===== src/rtl/bcd2dist.sv =====
// bcd2dist: accumulates MSD-first BCD digits into a binary value and commits a range-checked distance.
module bcd2dist #(
    parameter int MAX_DIGITS = 3,
    parameter int DIST_MAX   = 127,
    parameter int DW         = 7
) (
    input  logic          clk,
    input  logic          rst_n,
    input  logic          digit_valid,
    input  logic [3:0]    digit,
    input  logic          commit,
    input  logic          clear,
    output logic [DW-1:0] dist_out,
    output logic          dist_valid,
    output logic          err,
    output logic [1:0]    err_code,
    output logic [1:0]    digit_count,
    output logic [9:0]    acc_out
);
    typedef enum logic [1:0] {IDLE, ENTRY, DONE, ERROR} state_t;
    localparam logic [1:0] MAXD = 2'(MAX_DIGITS);
    localparam logic [9:0] DMAX = 10'(DIST_MAX);
    state_t state, state_nx;
    logic [9:0] acc, acc_nx, acc_x10;
    logic [1:0] cnt_nx, code_nx;
    logic [DW-1:0] dist_nx;
    logic valid_nx;
    assign acc_x10 = (acc << 3) + (acc << 1) + {6'b0, digit};
    assign acc_out = acc;
    assign err = state == ERROR;
    always_ff @(posedge clk or negedge rst_n) begin
        if (!rst_n) begin
            state <= IDLE;
            acc <= '0;
            digit_count <= '0;
            err_code <= '0;
            dist_out <= '0;
            dist_valid <= 1'b0;
        end else begin
            state <= state_nx;
            acc <= acc_nx;
            digit_count <= cnt_nx;
            err_code <= code_nx;
            dist_out <= dist_nx;
            dist_valid <= valid_nx;
        end
    end
    // clear beats commit beats digit_valid; ERROR only leaves via clear
    always_comb begin
        state_nx = state;
        acc_nx = acc;
        cnt_nx = digit_count;
        code_nx = err_code;
        dist_nx = dist_out;
        valid_nx = 1'b0;
        if (clear) begin
            state_nx = IDLE;
            acc_nx = '0;
            cnt_nx = '0;
            code_nx = '0;
        end else if (state != ERROR) begin
            if (commit) begin
                if (state == ENTRY && acc <= DMAX) begin
                    state_nx = DONE;
                    dist_nx = acc[DW-1:0];
                    valid_nx = 1'b1;
                end else begin
                    state_nx = ERROR;
                    code_nx = 2'd3;
                end
            end else if (digit_valid) begin
                if (digit > 4'd9) begin
                    state_nx = ERROR;
                    code_nx = 2'd1;
                end else if (state != ENTRY) begin
                    state_nx = ENTRY;
                    acc_nx = {6'b0, digit};
                    cnt_nx = 2'd1;
                end else if (digit_count >= MAXD) begin
                    state_nx = ERROR;
                    code_nx = 2'd2;
                end else begin
                    acc_nx = acc_x10;
                    cnt_nx = digit_count + 2'd1;
                end
            end
        end
    end
endmodule


===== config.mk =====
export PLATFORM = sky130hd
export DESIGN_NAME = bcd2dist
export DESIGN_NICKNAME = d
export VERILOG_FILES = /design/src/rtl/bcd2dist.sv
export SDC_FILE = /design/constraint.sdc
export NUM_CORES = 1
export LEC_CHECK = 0
export CORE_MARGIN = 3
export CORE_UTILIZATION = 60
export CTS_CLUSTER_DIAMETER = 60
export DETAILED_ROUTE_END_ITERATION = 8
export DONT_BUFFER_PORTS = 1
export MAX_ROUTING_LAYER = met4
export PLACE_DENSITY_LB_ADDON = 0.08
export SKIP_LAST_GASP = 1
export SYNTH_ARGS = -nofsm -noshare
export SYNTH_HDL_FRONTEND = slang
export SYNTH_SLANG_ARGS = --single-unit

===== constraint.sdc =====
create_clock -name clk -period 3.35 [get_ports clk]
set_clock_uncertainty 0.2 [all_clocks]
set_input_delay 0.335 -clock clk [delete_from_list [all_inputs] [get_ports clk]]
set_output_delay 0.335 -clock clk [all_outputs]
set_load 0.005 [all_outputs]

==> results of run 1 <==
-- worst max-delay path, stage by stage (launching register included) --
cell	delay (ns)
dfrtp_1	0.47
inv_1	0.08
fa_1	0.54
inv_1	0.06
ha_1	0.19
a21oi_1	0.21
a21oi_1	0.13
or4b_1	0.53
nand3_1	0.11
-- metal layers --
| layer | global-route usage [%] | vias to the layer above | share of wire (%) |
|---|---|---|---|
| li1 | - | 535 | - |
| met1 | 27.7 | 560 | 41 |
| met2 | 36.3 | 42 | 50 |
| met3 | 4.64 | 8 | 7.0 |
| met4 | 7.12 | 0 | 1.6 |
| met5 | - | - | 0 |
-- state kept, by name (all words and copies together), names as in the netlist --
| name | count |
|---|---|
| acc_out | 10 |
| dist_valid | 1 |
| err_code | 2 |
| state | 2 |
| digit_count | 2 |
| dist_out | 7 |
-- final cells by class --
class / instances / area, µm² / area share, %
multi-input cells: 109 / 858 / 53.6
clock buffers: 3 / 22.5 / 1.41
repair buffers: 3 / 30.0 / 1.87
inverters: 7 / 26.3 / 1.64
clock inverters: 1 / 30.0 / 1.87
flip-flops and latches: 24 / 601 / 37.5
well taps: 28 / 35.0 / 2.19
-- path summary, 6_finish.rpt --
kind	startpoint	to
worst max-delay path	acc_out[2]	acc_out[9]
worst min-delay path	digit[1]	acc_out[1]
worst max register to register	acc_out[2]	acc_out[9]
worst min register to register	dist_out[5]	dist_out[5]
max in group asynchronous	rst_n	acc_out[7]
min in group asynchronous	rst_n	dist_out[1]
-- cell usage after synthesis, drive strengths merged (2+ instances only) --
cell     n  area share [%]
a31oi    2            0.84
nor2b    3             1.3
xor2     2             1.2
mux2     9             6.8
dfrtp   24              40
o21ai    6             2.0
clkbuf   3            0.75
o211ai   3             1.5
a22o     3             1.8
o31a     2             1.2
fa       2             2.7
a21oi    7             2.3
nand2b   3             1.3
a21o     2             1.0
mux2i    3             2.0
nand4    2            0.84
ha      15              13
inv      7             1.8
nand3    3             1.0
nor2    14             3.7
xnor2    2             1.2
a211oi   3             1.5
nor3     2             1.4
nand2    7             1.8
o21a     2             1.0
or4b     2             1.6
-- where the power goes --
group	total [µW]	leakage [µW]	switching (µW)	internal, µW
combinational	88.1	0.000435	49.1	39.1
sequential	322	0.000326	16.7	306
clock	211	0.0000279	90.2	121
-- timing repair --
action | in CTS | in global routing
buffers inserted | 0 | 0
endpoints found under the hold margin | 33 | 0
hold buffers | 3 | 0
-- cell families after synthesis --
kind of cell / count (synthesis) / synth area share, %
flops: 24 / 40.1
xor+xnor: 4 / 2.34
buf+inv: 10 / 2.51
fa+ha+maj: 17 / 15.2
compound gates: 34 / 15.6
mux: 12 / 8.78
simple gates: 42 / 15.5
-- stage by stage --
step	utilization, %	cells
CTS	69.8	175
floorplan	-	143
detailed placement	66.2	168
finish	69.8	175
global placement	66.2	168
global route	69.8	175
==> flow_summary_export.csv, run 1 <==
group,metric,value,unit
grt,track_usage,22.2,%
hold_path,min_path_cells,2,
grt,grt_pass1_wl,5420,µm
placement,dp_hpwl,2410,µm
timing,setup_violations,0,
yosys,syn_area_per_cell,10.5,µm²
flow_run,cap_violations,0,
pwr,total_power,622,µW
timing,timing.hold.ws,0.0300,ns
placement,place_congestion,0.886,
drt,ant_nets,0,
final_layout,final_area,1600,µm²
timing,min_period,2.58,ns
placement,portBuffers,0,
cts,cts_sinks,24,
grt,antenna_found_initial,0,
pwr,cellLeakagePower,0.000788,µW
timing,rsz0062_at_grt,"false",
hold_path,hp-class,"in2reg",
drt,drc,0,
final_layout,nFillCells,186,
final_layout,area_delta_synth_final,7.11,%
floorplan,die_h,55.9,µm
floorplan,dieWidth,55.9,µm
cts,path_clk_slew,0.13,ns
final_layout,nNetsFinal,174,
cts,cts_max_level,1,
final_layout,drive_gt1_share,12.2,%
yosys,yosysWarnings,0,
drt,vias,1145,
timing,worst_pin_slew,1.07,ns
setup_path,cp_data_arrival_time,2.64,ns
outcome,outcome,"completed",
cts,cts_resized,0,
timing,period_share,76.9,%
yosys,syn-num-nets,169,
setup_path,startpoint_type,"flop",
setup_path,cp_max_fo,5,
drt,routed_via_density,6.54,
pwr,p_per_area,388,nW/µm²
yosys,synthCells,143,
timing,max_freq,0.388,GHz
pwr,power.ir.vdd_worst,0.395,mV
grt,first_global_vias,1155,
cts,cts_root_buf,"clkbuf_4",
drt,drtIter0Drc,18,
final_layout,final_common_cell,"dfrtp_1",
yosys,synth_seq_area_share,40.1,%
drt,drt_pass1_iterations,4,
timing,max-slew-margin-rel,28.6,%
placement,post_dp_cell_area,1520,µm²
cts,clkLatencyLatePin,0.32,ns
yosys,synth_edf_count,0,
timing,finalHoldViolCount,0,
yosys,syn_area,1500,µm²
floorplan,boundaryPins,32,
yosys,ys.flop_type,"dfrtp_1",
timing,drv_slew,0,
grt,grt_max_degree,25,
yosys,synth_async_sr_flop_share,100,%
placement,dpl_worst_slack,0.810,ns
setup_path,criticalPathCategory,"reg2reg",
drt,routedWlPerCell,18.2,µm
floorplan,rows,17,
setup_path,critPathRequiredTime,3.41,ns
setup_path,rrSetupSlack,0.77,ns
cts,cts.path.max_buffers,2,
setup_path,rr_worst_depth,8,
final_layout,layout_common_cells,"24 x dfrtp_1, 15 x ha_1, 13 x nor2_1, 9 x mux2_2",
floorplan,coreArea,2300,µm²
cts,cts_tree,"done",
drt,wl,3190,µm
yosys,synth_cell_type_count,39,
setup_path,worst_setup_path_end_kind,"flop",
yosys,ys_seq_elements,24,
floorplan,start_util,65.1,%
timing,fin_ws,0.774,ns
timing,fin_tns_setup,0,ns
grt,overflow,0,
floorplan,dieArea,3130,µm²
cts,cts_inserted_buffers,3,
final_layout,n_antenna_cell,0,
Power figures use the tool's default switching activity.
==> run 2: changes to the inputs <==
Clock period 3.35 ns to 2.4 ns, I/O delays scaled along.
==> flow_summary_export.csv, run 2 (synthesis gave the netlist of run 1 again) <==
group,metric,value,unit
setup_path,criticalPathCategory,"reg2reg",
pwr,p_per_area,459,nW/µm²
flow_run,cap_violations,0,
floorplan,dieArea,3130,µm²
outcome,outcome,"finished with violations",
cts,cts_tree,"done",
outcome,violations,"hold timing",
timing,max_freq,0.422,GHz
pwr,power.ir.vdd_worst,0.396,mV
setup_path,critPathBufInv,2,
cts,cts_max_level,1,
cts,cts_root_buf,"clkbuf_4",
final_layout,final_common_cell,"dfrtp_1",
cts,cts_inserted_buffers,3,
setup_path,worst_setup_path_end_kind,"flop",
timing,period_share,98.7,%
floorplan,start_util,65.1,%
floorplan,die_h,55.9,µm
setup_path,rrSetupSlack,0.03,ns
setup_path,cpLargestDelayFamily,"adder cells",
setup_path,worstSetupPathDepth,8,
drt,ant_nets,0,
final_layout,nFillCells,167,
setup_path,worstSetupStartpoint,"acc_out[0]",
final_layout,n_antenna_cell,0,
setup_path,rr_worst_depth,8,
final_layout,multi_input_area,933,µm²
setup_path,critPathRequiredTime,2.43,ns
final_layout,final_area,1810,µm²
grt,overflow,0,
timing,timing.hold.ws,-0.00367,ns
setup_path,critPathMaxStageDelay,0.53,ns
grt,first_global_vias,1231,
floorplan,dieWidth,55.9,µm
drt,drt_pass1_iterations,4,
timing,rsz0062_at_grt,"true",
cts,cts_sinks,24,
timing,min_period,2.37,ns
grt,track_usage,23.2,%
setup_path,r2r_end,"acc_out[7]",
setup_path,cp_max_fo,3,
setup_path,crit_path_end,"acc_out[7]",
timing,finalHoldViolCount,2,
placement,post_dp_cell_area,1610,µm²
grt,grt_max_degree,25,
final_layout,nNetsFinal,193,
timing,fin_tns_setup,0,ns
floorplan,coreArea,2300,µm²
drt,wl,3460,µm
pwr,cellLeakagePower,0.000870,µW
final_layout,drive_gt1_share,28.9,%
setup_path,startpoint_type,"flop",
drt,routed_via_density,6.27,
final_layout,largest_register_ffs,10,
cts,clkLatencyLatePin,0.32,ns
placement,portBuffers,0,
timing,max-slew-margin-rel,27.5,%
drt,drtIter0Drc,40,
drt,routedWlPerCell,17.8,µm
cts,path_clk_slew,0.14,ns
setup_path,cp_data_arrival_time,2.40,ns
grt,antenna_found_initial,0,
setup_path,crit_chain,"inv_2 > fa_1 > inv_1 > ha_1 > a21oi_2 > a21oi_1 > or3_1 > a32o_1",
cts,cts.path.max_buffers,2,
floorplan,rows,17,
drt,drc,0,
final_layout,area_delta_synth_final,21.2,%
final_layout,seq_area,601,µm²
timing,worst_pin_slew,1.08,ns
timing,drv_slew,0,
final_layout,layout_common_cells,"24 x dfrtp_1, 15 x buf_4, 13 x nor2_1, 11 x ha_1, 9 x mux2_2",
placement,dp_hpwl,2520,µm
timing,setup_violations,0,
floorplan,boundaryPins,32,
grt,grt_pass1_wl,5660,µm
setup_path,crit-reg2reg-launch,"acc_out[0]",
setup_path,cpMaxStageDelayCell,"fa_1",
hold_path,hp-class,"in2reg",
hold_path,min_path_cells,3,
placement,place_congestion,0.870,
drt,vias,1216,
==> run 2: worst min-delay path by stage <==
| stage | startpoint | end | slack [ns] |
|---|---|---|---|
| floorplan | rst_n | acc_out[0] | -0.26 |
| global placement | rst_n | acc_out[8] | -0.26 |
| detailed placement | rst_n | acc_out[8] | -0.26 |
| CTS | clear | acc_out[9] | 0.0009 |
| global route | clear | acc_out[8] | 0.009 |
| finish | clear | acc_out[9] | -0.004 |
==> run 2: power by group <==
part / internal, µW / total (µW) / switching [µW]
sequential: 427 / 447 / 20.3
clock: 92.8 / 221 / 128
combinational: 80.3 / 164 / 84.2
total: 600 / 832 / 233
==> run 2: layer usage <==
layer / global-route usage, % / part of all wire [%] / up-vias
met2: 40.5 / 51 / 37
met3: 4.18 / 5.6 / 4
met5: - / 0 / -
li1: - / - / 572
met1: 27.9 / 42 / 603
met4: 5.76 / 1.3 / 0
==> run 2: repair_timing <==
| action | in CTS | in global routing |
|---|---|---|
| pin swaps | 1 | 8 |
| hold buffers | 7 | 0 |
| hold endpoints to repair | 35 | 0 |
| endpoints found under the setup margin | 2 | 4 |
| gates resized for setup | 3 | 15 |
| setup buffers | 0 | 3 |
==> run 2: metrics by stage <==
stage / utilization, % / power, µW / instances / setup WS, ns
finish: 79.0 / 832 / 194 / 0.0302
global route: 79.0 / 876 / 194 / -0.0561
CTS: 75.1 / 814 / 191 / -0.00167
detailed placement: 70.1 / 577 / 180 / -0.00139
global placement: 70.1 / 570 / 180 / 0.0595
floorplan: - / 545 / 143 / 0.0416
==> run 2: final cells by class <==
type / count / area share (%)
inverter: 7 / 1.45
tap: 28 / 1.93
clock buffer: 4 / 2.00
multi-input combinational: 109 / 51.4
timing repair buffer: 22 / 10.1
sequential: 24 / 33.1
==> run 2: tightest hold or removal path, cell delays in order <==
cell and delay, ns:
a31oi_1 0.09, nand2_1 0.10, nand3_1 0.07
==> run 3: changes to the inputs <==
Settings changed: CORE_UTILIZATION 60 to 30, RECOVER_POWER set to 25, SKIP_LAST_GASP 1 to not set.
==> flow_summary_export.csv, run 3 (synthesis gave the netlist of run 1 again) <==
group,metric,value,unit
final_layout,final_common_cell,"dfrtp_1",
setup_path,rrSetupSlack,0.08,ns
pwr,p_sw,239,µW
placement,place_congestion,0.800,
setup_path,crit-reg2reg-launch,"acc_out[2]",
final_layout,nNetsFinal,192,
timing,fin_tns_setup,0,ns
drt,wl_met3,179,µm
grt,first_global_vias,1163,
timing,worst_pin_slew,1.31,ns
final_layout,largest_register_ffs,10,
floorplan,rows,25,
drt,routed_via_density,4.97,
pwr,p_comb_share,18.0,%
placement,dp_hpwl,2750,µm
pwr,p_per_area,476,nW/µm²
final_layout,layout_common_cells,"23 x dfrtp_1, 16 x buf_4, 13 x nor2_1, 10 x ha_1, 9 x mux2_2",
timing,setup_violations,0,
placement,portBuffers,0,
drt,drc,0,
floorplan,start_util,31.3,%
grt,antenna_found_initial,0,
drt,drtIter0Drc,45,
final_layout,layout.cells.non_filler,232,
setup_path,critPathRequiredTime,2.41,ns
floorplan,coreArea,4790,µm²
cts,cts_max_level,1,
cts,cts_tree,"done",
timing,max_freq,0.430,GHz
drt,ant_nets,0,
drt,m1WireLength,1680,µm
setup_path,cp_max_fo,4,
floorplan,boundaryPins,32,
cts,path_clk_slew,0.09,ns
pwr,switching_share,26.9,%
setup_path,cp_data_arrival_time,2.34,ns
floorplan,dieArea,5870,µm²
setup_path,rr_worst_depth,7,
drt,routedWlPerCell,15.9,µm
grt,grt_pass1_wl,6010,µm
pwr,internal_power,651,µW
final_layout,drive_gt1_share,30.3,%
pwr,clkPwrFrac,31.8,%
flow_run,cap_violations,0,
cts,cts.path.max_buffers,2,
hold_path,hp-class,"in2reg",
hold_path,hold_path_end,"err_code[0]",
cts,clkLatencyLatePin,0.27,ns
cts,cts_sinks,24,
setup_path,startpoint_type,"flop",
cts,cts_root_buf,"clkbuf_8",
drt,vias,1153,
pwr,cellLeakagePower,0.000867,µW
setup_path,worst_setup_path_end_kind,"flop",
drt,wl_met2,1810,µm
pwr,seqPwrFrac,50.2,%
drt,highest_layer,"met4",
hold_path,hold_path.startpoint,"clear",
setup_path,criticalPathCategory,"reg2reg",
timing,max-slew-margin-rel,12.7,%
drt,wl,3690,µm
final_layout,n_antenna_cell,0,
drt,drt_pass1_iterations,4,
pwr,power.ir.vdd_worst,0.219,mV
cts,cts_inserted_buffers,3,
grt,overflow,0,
hold_path,min_path_cells,2,
timing,rsz0062_at_grt,"true",
timing,min_period,2.32,ns
timing,period_share,96.9,%
floorplan,die_h,76.6,µm
final_layout,final_area,1870,µm²
final_layout,area_delta_synth_final,25.0,%
grt,grt_max_degree,25,
outcome,outcome,"completed",
setup_path,r2r_end,"acc_out[9]",
timing,drv_slew,0,
placement,post-place-cells,221,
timing,finalHoldViolCount,0,
placement,post_dp_cell_area,1670,µm²
timing,timing.hold.ws,0.00888,ns
floorplan,dieWidth,76.6,µm
grt,track_usage,13.0,%
-- run 3: critical path: stages, from the launching register on --
cell and delay, ns:
dfrtp_1 0.40, buf_4 0.17, ha_4 0.15, ha_1 0.30, a21o_1 0.19, a31o_2 0.25
or4b_1 0.51, nand3_1 0.09
-- run 3: layout make-up --
class                      instances  area [µm²]
tap                               67        83.8
timing repair buffer              21         164
inverter                           7        26.3
fill                             488        2920
sequential                        24         602
multi-input combinational        109         940
clock buffer                       4        55.1
-- run 3: power by group through the flow --
stage / combinational, µW / clock [µW] / sequential [µW]
after floorplan: 93.6 / 0 / 451
after global placement: 124 / 0 / 455
after detailed placement: 126 / 0 / 456
after CTS: 147 / 297 / 448
after global routing: 181 / 318 / 451
final: 160 / 283 / 447
-- run 3: worst max path at each step --
stage	end	from	slack, ns
after floorplan	acc_out[9]	acc_out[0]	0.04
after global routing	acc_out[9]	acc_out[2]	-0.04
final	acc_out[9]	acc_out[2]	0.08
after CTS	acc_out[9]	acc_out[2]	0.01
after detailed placement	acc_out[9]	acc_out[0]	0.002
after global placement	acc_out[9]	acc_out[0]	0.03
-- run 3: timing repair --
action | in CTS | in global routing
gates resized for setup | 1 | 18
hold buffers | 5 | 0
buffers inserted | 0 | 2
pin swaps | 0 | 15
endpoints found under the setup margin | 1 | 4
endpoints found under the hold margin | 33 | 0
-- run 3: routing by layer --
metal / track usage (%) / up-vias
met4: 2.72 / 0
li1: - / 574
met2: 20.4 / 27
met5: - / -
met3: 2.72 / 2
met1: 17.3 / 550
-- run 3: metrics by stage --
stage                     setup slack [ns]  power [µW]  util (%)
after global placement              0.0251         579      35.0
after detailed placement           0.00219         582      35.0
final                               0.0752         890      39.1
after CTS                           0.0102         892      37.5
after global routing               -0.0369         950      39.1
after floorplan                     0.0416         545         -
